==> src/rtl/mac_pkg.sv <==
// Shared definitions for the MAC-array matrix engine.
//   state_e      : sequencer states
//   MNT_*_IDX    : field index of M, N, T inside the packed {M,N,T} word
//                  (field i occupies mnt[i*DIM_W +: DIM_W])
//   DEF_*        : default dimension constants shared with the datapath
package mac_pkg;

  typedef enum logic [2:0] {
    IDLE, CHECK, LOAD, DRAIN, WRITE, DONE
  } state_e;

  localparam int MNT_T_IDX   = 0;
  localparam int MNT_N_IDX   = 1;
  localparam int MNT_M_IDX   = 2;

  localparam int DEF_DIM_W   = 4;
  localparam int DEF_MAX_DIM = 8;

endpackage

==> src/rtl/mac_lat_pipe.sv <==
// Read-latency valid pipe: delays a one-bit strobe by DEPTH cycles.
//   clk, rst (async, active-high) : clock / reset
//   flush   : synchronous clear of all in-flight strobes
//   vld_in  : strobe entering the pipe
//   vld_out : strobe delayed by DEPTH cycles
module mac_lat_pipe #(
  parameter int DEPTH = 1
) (
  input  logic clk,
  input  logic rst,
  input  logic flush,
  input  logic vld_in,
  output logic vld_out
);

  // vld_pipe[0] is the incoming strobe, vld_pipe[DEPTH] the delayed one.
  logic [DEPTH:1] vld_pipe;
  logic [DEPTH:0] vld_nxt;

  assign vld_nxt = {vld_pipe, vld_in};

  always_ff @(posedge clk or posedge rst) begin
    if (rst)        vld_pipe <= '0;
    else if (flush) vld_pipe <= '0;
    else            vld_pipe <= vld_nxt[DEPTH-1:0];
  end

  assign vld_out = vld_pipe[DEPTH];

endmodule

==> src/rtl/mac_seq_ctrl.sv <==
// Sequencer for the MAC-array matrix engine: C[MxT] = A[MxN] * B[NxT]
// as N outer-product steps followed by M row write-backs.
//   start/mnt/abort     : request interface, mnt = {M,N,T}
//   en_i/addr_i         : input SRAM read (column k of A)
//   en_w/addr_w         : weight SRAM read (row k of B)
//   acc_clr/acc_en      : accumulator control, acc_en aligned to read data
//   row_sel/col_mask    : datapath row select and active-lane mask
//   en_o/rw_o/addr_o    : output SRAM write-back
//   busy/done/err       : status
// Every output is decoded from registered state only.
module mac_seq_ctrl
  import mac_pkg::*;
#(
  parameter int DIM_W   = DEF_DIM_W,
  parameter int MAX_DIM = DEF_MAX_DIM,
  parameter int AI_W    = 3,
  parameter int AW_W    = 3,
  parameter int AO_W    = 4,
  parameter int RD_LAT  = 1
) (
  input  logic                       clk,
  input  logic                       rst,
  input  logic                       start,
  input  logic [3*DIM_W-1:0]         mnt,
  input  logic                       abort,
  output logic                       en_i,
  output logic [AI_W-1:0]            addr_i,
  output logic                       en_w,
  output logic [AW_W-1:0]            addr_w,
  output logic                       acc_clr,
  output logic                       acc_en,
  output logic [$clog2(MAX_DIM)-1:0] row_sel,
  output logic [MAX_DIM-1:0]         col_mask,
  output logic                       en_o,
  output logic                       rw_o,
  output logic [AO_W-1:0]            addr_o,
  output logic                       busy,
  output logic                       done,
  output logic                       err
);

  localparam int CW   = $clog2(MAX_DIM + 1);
  localparam int RS_W = $clog2(MAX_DIM);
  localparam int DCW  = (RD_LAT > 1) ? $clog2(RD_LAT) : 1;

  state_e           state_q, state_d;
  logic [DIM_W-1:0] m_q, n_q, t_q;
  logic [CW-1:0]    k_q, mc_q;
  logic [DCW-1:0]   dr_q;
  logic             err_q;
  logic             dims_ok, k_last, m_last, kill;

  assign dims_ok = (m_q != '0) && (n_q != '0) && (t_q != '0) &&
                   (int'(m_q) <= MAX_DIM) && (int'(n_q) <= MAX_DIM) &&
                   (int'(t_q) <= MAX_DIM);
  assign k_last  = (int'(k_q) + 1 == int'(n_q));
  assign m_last  = (int'(mc_q) + 1 == int'(m_q));
  assign kill    = abort && (state_q != IDLE);

  always_ff @(posedge clk or posedge rst) begin
    if (rst) state_q <= IDLE;
    else     state_q <= state_d;
  end

  always_comb begin
    state_d  = state_q;
    en_i     = 1'b0;
    en_w     = 1'b0;
    addr_i   = '0;
    addr_w   = '0;
    acc_clr  = 1'b0;
    row_sel  = '0;
    en_o     = 1'b0;
    rw_o     = 1'b0;
    addr_o   = '0;
    busy     = (state_q != IDLE);
    done     = 1'b0;
    for (int j = 0; j < MAX_DIM; j++)
      col_mask[j] = (state_q != IDLE) && (j < int'(t_q));
    unique case (state_q)
      IDLE:  if (start) state_d = CHECK;
      CHECK: begin
        acc_clr = dims_ok;
        state_d = dims_ok ? LOAD : DONE;
      end
      LOAD: begin
        en_i   = 1'b1;
        en_w   = 1'b1;
        addr_i = AI_W'(k_q);
        addr_w = AW_W'(k_q);
        if (k_last) state_d = DRAIN;
      end
      DRAIN: if (dr_q == '0) state_d = WRITE;
      WRITE: begin
        en_o    = 1'b1;
        rw_o    = 1'b1;
        addr_o  = AO_W'(mc_q);
        row_sel = RS_W'(mc_q);
        if (m_last) state_d = DONE;
      end
      DONE: begin
        done    = 1'b1;
        state_d = IDLE;
      end
      default: state_d = IDLE;
    endcase
    if (kill) state_d = IDLE;
  end

  // Dims, counters and the sticky error flag.
  always_ff @(posedge clk or posedge rst) begin
    if (rst) begin
      m_q   <= '0;
      n_q   <= '0;
      t_q   <= '0;
      k_q   <= '0;
      mc_q  <= '0;
      dr_q  <= '0;
      err_q <= 1'b0;
    end else begin
      if (state_q == IDLE && start) begin
        m_q <= mnt[MNT_M_IDX*DIM_W +: DIM_W];
        n_q <= mnt[MNT_N_IDX*DIM_W +: DIM_W];
        t_q <= mnt[MNT_T_IDX*DIM_W +: DIM_W];
      end
      if (state_q == CHECK) begin
        k_q  <= '0;
        mc_q <= '0;
        if (!abort) err_q <= !dims_ok;
      end
      if (state_q == LOAD) begin
        k_q  <= k_q + 1'b1;
        dr_q <= DCW'(RD_LAT - 1);
      end
      if (state_q == DRAIN && dr_q != '0) dr_q <= dr_q - 1'b1;
      if (state_q == WRITE) mc_q <= mc_q + 1'b1;
    end
  end

  assign err = err_q;

  // Each LOAD read strobe becomes an accumulate RD_LAT cycles later, when
  // the SRAM data reaches the array; abort drops strobes still in flight.
  mac_lat_pipe #(.DEPTH(RD_LAT)) u_lat_pipe (
    .clk     (clk),
    .rst     (rst),
    .flush   (kill),
    .vld_in  (state_q == LOAD),
    .vld_out (acc_en)
  );

endmodule

==> config.mk <==
export PLATFORM = sky130hd
export DESIGN_NAME = mac_seq_ctrl
export DESIGN_NICKNAME = d
export VERILOG_FILES = /design/src/rtl/mac_pkg.sv /design/src/rtl/mac_lat_pipe.sv /design/src/rtl/mac_seq_ctrl.sv
export SDC_FILE = /design/constraint.sdc
export NUM_CORES = 1
export LEC_CHECK = 0
export ABC_AREA = 1
export CAP_MARGIN = 5
export CORE_MARGIN = 3
export CORE_UTILIZATION = 45
export CTS_CLUSTER_DIAMETER = 60
export DETAILED_ROUTE_END_ITERATION = 8
export PLACE_DENSITY_LB_ADDON = 0.1
export SETUP_SLACK_MARGIN = 0.1
export SYNTH_ARGS = -nofsm -noshare
export SYNTH_HDL_FRONTEND = slang
export SYNTH_SLANG_ARGS = --single-unit
==> constraint.sdc <==
create_clock -name clk -period 2.12 [get_ports clk]
set_input_delay 0.212 -clock clk [delete_from_list [all_inputs] [get_ports clk]]
set_output_delay 0.212 -clock clk [all_outputs]
set_load 0.03 [all_outputs]
==> results.md, run 1 <==
* Clock Skew at around 0.022 ns
* Tmin final at roughly 2 ns
* Syn_nets at about 240
* Reg area at between 600 and 700 um2
* Avg Cell Area, Syn at 7.24 um2
* Largest net degree at the start of global routing at 27
* 1st-iter DRT viols at 80
* Post-layout nets at about 290
* Rel. slew slack at 0.724
* DR WL/cell at approximately 11 um
* CTS Hold Bufs at 0
* CTS tree: yes
* Antenna cell count at 0
* Die width at between 60 and 70 um
* Core area at about 3400 um2
* Sink Count at 26
* Multi-input gate area at roughly 780 um2
* Req. time, crit path at roughly 1.9 ns
* Fmax at between 0.5 and 0.6 GHz
* # fillers at 310
* Root buf cell: clkbuf_4
* GP Congestion at ~0.86
* IO buf count at 45
* Global-route wire length before repair at slightly above 6 mm
* Finish-stage setup viols at 0
* Area growth from synthesis to layout at 29.4%
* Die area at between 4000 and 5000 um2
* Worst path cell trace: nor3_4 > inv_2 > nor2_1 > dlygate4sd2_1
* Die height at 66.3 um
* CP Class: reg2out
* Worst-path fanout max at 8
* Worst hold slack at between 0.15 and 0.2 ns
* Top delay family on crit path: buffers and inverters
* CP startpoint kind: flop
* RSZ-0062 raised after global routing: no
* Layout Cells excl Fill at about 320
* Slew Limit Fails at 0
* Pwr Density at roughly 1300 nW/um2
* Total vias in the final route at 1494
* Initial antenna violation count at 0
* GR Overflow Total at 0
* Hold Fails Final Rpt at 0
* Tightest Hold Check Type: in2async
* DR pass1 iterations at 4
* Overall Power at 2820 uW
* Yosys warning total at 0
* Clk_lat worst skew at around 0.34 ns
* DRC viols at 0
* Reg clk slew, reported paths at approximately 0.15 ns
* Deepest clock path buffer count at 2
* CP bufs+invs at 2
* Seq/Total Area, Yosys at 0.398
* Critical Path End Type: primary output
* Final core occ at 0.620
* Synth Register Bits at 26
* Vias in the first global route at around 1.5k
* Final antenna-violating net count at 0
* Gate count of the mapped netlist at 226
* Leakage at 0.00112 uW
* Critical path's slowest cell: dfrtp_2
* TNS Setup at 0 ns
* Synth unique cells at 26
* DPL Wire Length at 2.73 mm
* Worst Tran Pin Value at ~0.41 ns
* Rows at 21
* CP max stage delay at 0.50 ns
* Outcome: finished clean
* CTS buffer count at 3
* DR vias/cell at roughly 4.7
* # IOs at 46
* VDD IR-drop max at 0.000571 V
* Initial Utilization at 0.479
* Maxcap violations at 0
* Dpl cells at between 300 and 400
* WL final at around 3.4 mm
* Cell Area, Synth at 1640 um2
* Total Routing Usage GR at 0.179
* Share of cells above drive strength 1 at 0.155
* Period Utilization, post-route at 0.920
* H-Tree Depth at 1
* CP arrival at around 1.7 ns
-- cell families after synthesis --
kind of cell	Yosys count	share of synthesized area
adder cells (fa/ha/maj)	2	0.0153
multiplexers	5	0.0344
flip-flops	26	0.398
AO/OA/AOI/OAI	26	0.0841
buffers and inverters	49	0.132
AND/OR/NAND/NOR	114	0.315
XOR/XNOR	4	0.0214
-- cell type report --
type,instances,area share
multi-input combinational,151,0.370
sequential,26,0.308
timing repair buffer,52,0.215
inverter,39,0.0691
tap,46,0.0272
clock buffer,3,0.0106
-- timing repair --
item | CTS | global route
buffers inserted | 1 | 1
gates cloned | 0 | 0
hold endpoints to repair | 0 | 0
endpoints found under the setup margin | 28 | 10
pin swaps | 0 | 0
gates resized for setup | 31 | 18
-- placed cells by master (no fill, tap or decap), drive strengths merged, types with 7 or more instances in the layout --
cell	n
nand2	57
nor2	36
dlygate4sd2	20
o21ai	9
clkdlybuf4s50	17
a21oi	12
nand3	14
buf	8
clkbuf	7
inv	39
dfrtp	26
-- worst min-delay path: cells and delay by family --
| family | cells | cell delay [ns] |
|---|---|---|
| buffers and inverters | 3 | 0.75 |
-- Yosys cell counts, drive strengths merged --
cell type | number | share of area
nand2 | 57 | 0.14
inv | 39 | 0.089
nor2 | 36 | 0.11
dfrtp | 26 | 0.40
nand3 | 14 | 0.043
a21oi | 12 | 0.037
buf | 10 | 0.043
o21ai | 9 | 0.028
mux2 | 5 | 0.034
nor3 | 4 | 0.015
nand4 | 3 | 0.011
o22ai | 3 | 0.011
ha | 2 | 0.015
xnor2 | 2 | 0.011
xor2 | 2 | 0.011
a21boi | 1 | 0.0046
a31oi | 1 | 0.0038
-- where the power goes --
part           switching [uW]  internal, uW
combinational            1120           621
sequential                182           676
clock                     154          67.0
-- flip-flops by register name, summed over array words and instances, names as in the netlist --
register,cells
state_q,3
n_q,4
u_lat_pipe.vld_out,1
k_q,4
err,1
m_q,4
t_q,4
dr_q,1
mc_q,4
-- metrics by stage --
step                cell area [um2]  worst slack, ns
global placement               2120            0.136
CTS                            2120          0.00946
floorplan                      1650            0.103
global route                   2120            0.104
detailed placement             2120            0.133
finish                         2120            0.171
-- per-layer routing --
layer / track usage / vias up / wire length, um
li1: - / 785 / -
met1: 0.209 / 670 / 1540
met2: 0.315 / 33 / 1660
met3: 0.0442 / 6 / 184
met4: 0.0609 / 0 / 55
met5: 0 / - / 0
-- path summary, 6_finish.rpt --
| path | startpoint | end | slack (ns) | cells past startpoint |
|---|---|---|---|---|
| max | state_q[2] | addr_i[2] | 0.17 | 4 |
| min | rst | t_q[3] | 0.20 | 3 |
| max reg2reg | mc_q[0] | state_q[1] | 0.41 | 9 |
| min reg2reg | err | err | 0.54 | 1 |
| max in group asynchronous | rst | t_q[1] | 1.63 | 3 |
| min in group clk | mnt[6] | n_q[2] | 0.43 | 3 |
No activity file was read; power rests on OpenSTA's default activity.
==> run 2: changes to the inputs <==
- CORE_MARGIN: 3 -> 2
==> run 2 against run 1 <==
Against the previous run:
- combinational power increased by 3%
- first-iteration DRC count grew 2.5%
- flip-flop and latch count stayed put
- critical path type unchanged
- largest cell class unchanged
- highest routed layer unchanged
==> results.md, run 2 (synthesis gave the netlist of run 1 again) <==
* TNS Setup at 0 ns (unchanged)
* Worst Tran Pin Value at 0.417 ns (was 0.413 ns)
* Final core occ at 0.629 (was 0.620)
* Outcome: finished clean (unchanged)
* DR pass1 iterations at 4 (unchanged)
* Tightest Hold Check Type: in2async (unchanged)
* Commonest non-fill, non-tap cell in the layout: nand2_1 (unchanged)
* RSZ-0062 raised after global routing: yes (was no)
* Tmin final at 1.97 ns (was 1.95 ns)
* Post-route cell area at 2150 um2 (was 2120 um2)
* Worst reg-to-reg setup slack at 0.40 ns (was 0.41 ns)
* Core area at 3420 um2 (unchanged)
* Die height at 64.3 um (was 66.3 um)
* Initial Utilization at 0.479 (unchanged)
* Sink Count at 26 (unchanged)
* Root buf cell: clkbuf_4 (unchanged)
* Placed cell areas at 2120 um2 (unchanged)
* Total vias in the final route at 1527 (was 1494)
* Maxcap violations at 0 (unchanged)
* Leakage at 0.00114 uW (was 0.00112 uW)
* Deepest clock path buffer count at 2 (unchanged)
* GR Overflow Total at 0 (unchanged)
* Vias in the first global route at 1505 (was 1513)
* Area growth from synthesis to layout at 31.3% (was 29.4%)
* Finish-stage setup viols at 0 (unchanged)
* Period Utilization, post-route at 0.930 (was 0.920)
* Fmax at 0.507 GHz (was 0.513 GHz)
* Grt met2 use at 0.344 (was 0.315)
* CTS buffer count at 3 (unchanged)
* Critical Path End Type: primary output (unchanged)
* Total Routing Usage GR at 0.190 (was 0.179)
* CP Class: reg2out (unchanged)
* Pwr Density at 1360 nW/um2 (was 1330 nW/um2)
* Antenna cell count at 0 (unchanged)
* Global-route wire length before repair at 6.24 mm (was 6.10 mm)
* Initial antenna violation count at 0 (unchanged)
* DPL Wire Length at 2.78 mm (was 2.73 mm)
* VDD IR-drop max at 0.000651 V (was 0.000571 V)
* Clk_lat worst skew at 0.32 ns (was 0.34 ns)
* CP arrival at 1.76 ns (was 1.74 ns)
* Largest net degree at the start of global routing at 27 (unchanged)
* IO buf count at 45 (unchanged)
* Reg clk slew, reported paths at 0.15 ns (about the same)
* Req. time, crit path at 1.91 ns (about the same)
* Slew Limit Fails at 0 (unchanged)
* Die width at 64.3 um (was 66.3 um)
* Die area at 4140 um2 (was 4400 um2)
* WL final at 3.58 mm (was 3.44 mm)
* Clock Skew at 0.00576 ns (was 0.0223 ns)
* CP startpoint kind: flop (unchanged)
* CTS tree: yes (unchanged)
* DR WL/cell at 11.2 um (was 10.9 um)
* Worst-path fanout max at 8 (unchanged)
* Post-layout nets at 292 (was 291)
* Rel. slew slack at 0.721 (was 0.724)
* DR vias/cell at 4.79 (was 4.71)
* Hold Fails Final Rpt at 0 (unchanged)
* DRC viols at 0 (unchanged)
* # IOs at 46 (unchanged)
* GRT met1 Usage at 0.233 (was 0.209)
* GR peak layer: met2 (unchanged)
* Final antenna-violating net count at 0 (unchanged)
* GP Congestion at 0.840 (was 0.862)
* Commonest cells after routing, fill and taps aside: nand2_1 (54), inv_1 (33), nor2_1 (24), dfrtp_1 (23), dlygate4sd2_1 (18) (was nand2_1 (54), inv_1 (33), nor2_1 (25), dfrtp_1 (24), dlygate4sd2_1 (20))
* H-Tree Depth at 1 (unchanged)
* Met3 Track Usage GR at 0.0282 (was 0.0442)
* Share of cells above drive strength 1 at 0.172 (was 0.155)
* 1st-iter DRT viols at 82 (was 80)
* Rows at 21 (unchanged)
-- run 2: cell types whose count changed in the layout (fill, tap and decap cells not counted) --
cell	change
dlygate4sd2_1	-2
buf_4	+1
clkbuf_8	+1
clkdlybuf4s15_2	+1
dfrtp_1	-1
dfrtp_2	+1
dlymetal6s2s_1	+1
nor2_1	-1
nor2_2	+1
-- run 2: worst max-delay path, stage by stage (launching register included) --
cell,delay (ns)
dfrtp_2,0.45
buf_4,0.14
nor3_4,0.19
inv_2,0.13
nor2_1,0.12
dlygate4sd2_1,0.40
-- run 2: final cells by class --
| type | instances | area, um2 |
|---|---|---|
| timing repair buffer | 53 | 469 |
| multi-input combinational | 151 | 786 |
| fill | 309 | 1270 |
| sequential | 26 | 654 |
| inverter | 39 | 146 |
| clock buffer | 4 | 36.3 |
| tap | 46 | 57.6 |
-- run 2: repair_timing --
action	CTS	global route
buffers inserted	1	2
endpoints found under the hold margin	0	0
gates resized for setup	34	17
endpoints found under the setup margin	28	20
hold buffers	0	0
-- run 2: final timing paths --
path                       startpoint    endpoint  depth (start not counted)
setup / recovery           state_q[0]   addr_i[2]                          5
hold / removal                    rst      t_q[0]                          3
setup reg to reg              mc_q[0]  state_q[1]                          9
hold reg to reg                   err         err                          1
max in group asynchronous         rst  state_q[0]                          3
min in group clk               mnt[6]      n_q[2]                          3
-- run 2: metal layers --
metal | share of wire | routed length (um)
met5 | 0 | 0
met3 | 0.037 | 132
met2 | 0.49 | 1760
met1 | 0.46 | 1640
met4 | 0.013 | 46
-- run 2: where the power goes --
part | switching, uW | internal, uW
clock | 152 | 105
sequential | 182 | 677
combinational | 1140 | 663
total | 1480 | 1450
-- run 2: metrics by stage --
| step | std cells | power (uW) | setup WS [ns] | hold slack (ns) |
|---|---|---|---|---|
| after floorplan | 226 | 2130 | 0.103 | 0.252 |
| after global placement | 312 | 2730 | 0.180 | 0.489 |
| after detailed placement | 312 | 2750 | 0.134 | 0.494 |
| after CTS | 317 | 2900 | 0.103 | 0.230 |
| after global routing | 319 | 3190 | 0.0142 | 0.249 |
| final | 319 | 2920 | 0.149 | 0.219 |
==> run 3: changes to the inputs <==
- CORE_MARGIN: 2 -> 10
- CORE_UTILIZATION: 45 -> 25
==> run 3 against run 2 <==
Against the previous run:
- largest power group unchanged
- die area grew 150%
- critical path type unchanged
- clock skew grew 0.0049 ns
- count of clock-buffer cells in the layout is the same
- hold slack gained 0.064 ns
- utilization shrank 28 points
- setup slack gained 0.10 ns
==> results.md, run 3 (synthesis gave the netlist of run 1 again) <==
* Worst path cell trace: inv_2 > nand2_4 > nor2_4 > inv_2 > nor2_1 > dlygate4sd2_1 (was buf_4 > nor3_4 > inv_2 > nor2_1 > dlygate4sd2_1)
* Commonest non-fill, non-tap cell in the layout: nand2_1 (unchanged)
* CTS buffer count at 3 (unchanged)
* CP max stage delay at 0.44 ns (was 0.45 ns)
* WL final at 4.40 mm (was 3.58 mm)
* Hold Fails Final Rpt at 0 (unchanged)
* Worst Tran Pin Value at 0.467 ns (was 0.417 ns)
* Outcome: finished clean (unchanged)
* CP startpoint kind: flop (unchanged)
* DR WL/cell at 12.5 um (was 11.2 um)
* IO buf count at 45 (unchanged)
* CP arrival at 1.65 ns (was 1.76 ns)
* Initial antenna violation count at 0 (unchanged)
* Dpl cells at 347 (was 312)
* Root buf cell: clkbuf_8 (was clkbuf_4)
* VDD IR-drop max at 0.000679 V (was 0.000651 V)
* Rel. slew slack at 0.688 (was 0.721)
* Rows at 29 (was 21)
* Finish-stage setup viols at 0 (unchanged)
* Tmin final at 1.87 ns (was 1.97 ns)
* Clock Skew at 0.0106 ns (was 0.00576 ns)
* Clk_lat worst skew at 0.28 ns (was 0.32 ns)
* CTS tree: yes (unchanged)
* Die area at 10200 um2 (was 4140 um2)
* Pwr Density at 1360 nW/um2 (about the same)
* Total vias in the final route at 1483 (was 1527)
* Top delay family on crit path: buffers and inverters (unchanged)
* Req. time, crit path at 1.91 ns (about the same)
* Final antenna-violating net count at 0 (unchanged)
* Deepest clock path buffer count at 2 (unchanged)
* DR pass1 iterations at 4 (unchanged)
* Area growth from synthesis to layout at 34.3% (was 31.3%)
* Total Routing Usage GR at 0.0887 (was 0.190)
* # IOs at 46 (unchanged)
* Critical Path End Type: primary output (unchanged)
* Die width at 101 um (was 64.3 um)
* H-Tree Depth at 1 (unchanged)
* Fmax at 0.536 GHz (was 0.507 GHz)
* Global-route wire length before repair at 7.39 mm (was 6.24 mm)
* Share of cells above drive strength 1 at 0.157 (was 0.172)
* DRC viols at 0 (unchanged)
* Vias in the first global route at 1569 (was 1505)
* Reg clk slew, reported paths at 0.11 ns (was 0.15 ns)
* CP bufs+invs at 3 (unchanged)
* CP most frequent cell: inv_2
* Die height at 101 um (was 64.3 um)
* RSZ-0062 raised after global routing: yes (unchanged)
* Maxcap violations at 0 (unchanged)
* Antenna cell count at 0 (unchanged)
* Initial Utilization at 0.258 (was 0.479)
* Slew Limit Fails at 0 (unchanged)
* DR vias/cell at 4.23 (was 4.79)
* GP Congestion at 0.793 (was 0.840)
* CP Class: reg2out (unchanged)
* Core area at 6350 um2 (was 3420 um2)
* Critical path's slowest cell: dfrtp_1 (was dfrtp_2)
* Worst-path fanout max at 8 (unchanged)
* Sink Count at 26 (unchanged)
* CTS Hold Bufs at 0 (unchanged)
* Leakage at 0.00115 uW (was 0.00114 uW)
* Period Utilization, post-route at 0.880 (was 0.930)
* TNS Setup at 0 ns (unchanged)
* Largest net degree at the start of global routing at 27 (unchanged)
* Layout Cells excl Fill at 351 (was 319)
* Post-layout nets at 293 (was 292)
* DPL Wire Length at 3.58 mm (was 2.78 mm)
* GR Overflow Total at 0 (unchanged)
* Tightest Hold Check Type: in2async (unchanged)
* Commonest cells after routing, fill and taps aside: nand2_1 (54), inv_1 (33), nor2_1 (27), dfrtp_1 (25), dlygate4sd2_1 (21) (was nand2_1 (54), inv_1 (33), nor2_1 (24), dfrtp_1 (23), dlygate4sd2_1 (18))
* 1st-iter DRT viols at 51 (was 82)
[run 3: cell count changes in the layout (fill, tap and decap cells not counted), sizes merged]
cell           previous run  this run
clkbuf                    8         7
dlygate4sd2              18        21
dlymetal6s2s              2         1
clkdlybuf4s15             3         0
buf                       9        12
[run 3: path summary, 6_finish.rpt]
path,startpoint,slack [ns],cells past startpoint,endpoint
worst max-delay path,state_q[1],0.25,6,addr_o[0]
worst min-delay path,rst,0.28,3,mc_q[0]
worst max register to register,mc_q[0],0.37,9,state_q[1]
worst min register to register,err,0.55,1,err
max in group asynchronous,rst,1.54,3,state_q[2]
min in group clk,mnt[10],0.50,3,m_q[2]
[run 3: routing by layer]
| metal | track usage | wire length [um] | vias up |
|---|---|---|---|
| met2 | 0.153 | 2110 | 29 |
| li1 | - | - | 793 |
| met3 | 0.0316 | 242 | 2 |
| met4 | 0.0129 | 18 | 0 |
| met5 | 0 | 0 | - |
| met1 | 0.105 | 2030 | 659 |
[run 3: final cells by class]
class	instances	area (um2)
sequential	26	652
tap	77	96.3
clock buffer	4	55.1
multi-input combinational	151	778
timing repair buffer	54	469
fill	720	4150
inverter	39	146
[run 3: worst min-delay path, stage by stage]
cell and delay [ns]:
clkdlybuf4s50_1 0.39, inv_1 0.05, buf_4 0.32
[run 3: what timing repair did]
action,in CTS,in global routing
setup buffers,0,0
setup endpoints to repair,26,7
resized for setup,26,13
pin swaps,0,0
[run 3: report_power, final]
| group | internal, uW | switching [uW] | total [uW] |
|---|---|---|---|
| registers | 675 | 176 | 850 |
| logic | 639 | 1170 | 1810 |
| clock network | 167 | 176 | 342 |
| total | 1480 | 1520 | 3000 |
[run 3: per-stage QoR]
step                      hold slack, ns  setup WS (ns)   util  instance area [um2]  power, uW
after floorplan                    0.252          0.103      -                 1650       2130
final                              0.283          0.254  0.346                 2200       3000
after global placement             0.531         0.0605  0.344                 2180       2840
after CTS                          0.310         0.0213  0.348                 2210       3060
after global routing               0.328         0.0803  0.346                 2200       3290
after detailed placement           0.536         0.0717  0.344                 2180       2830
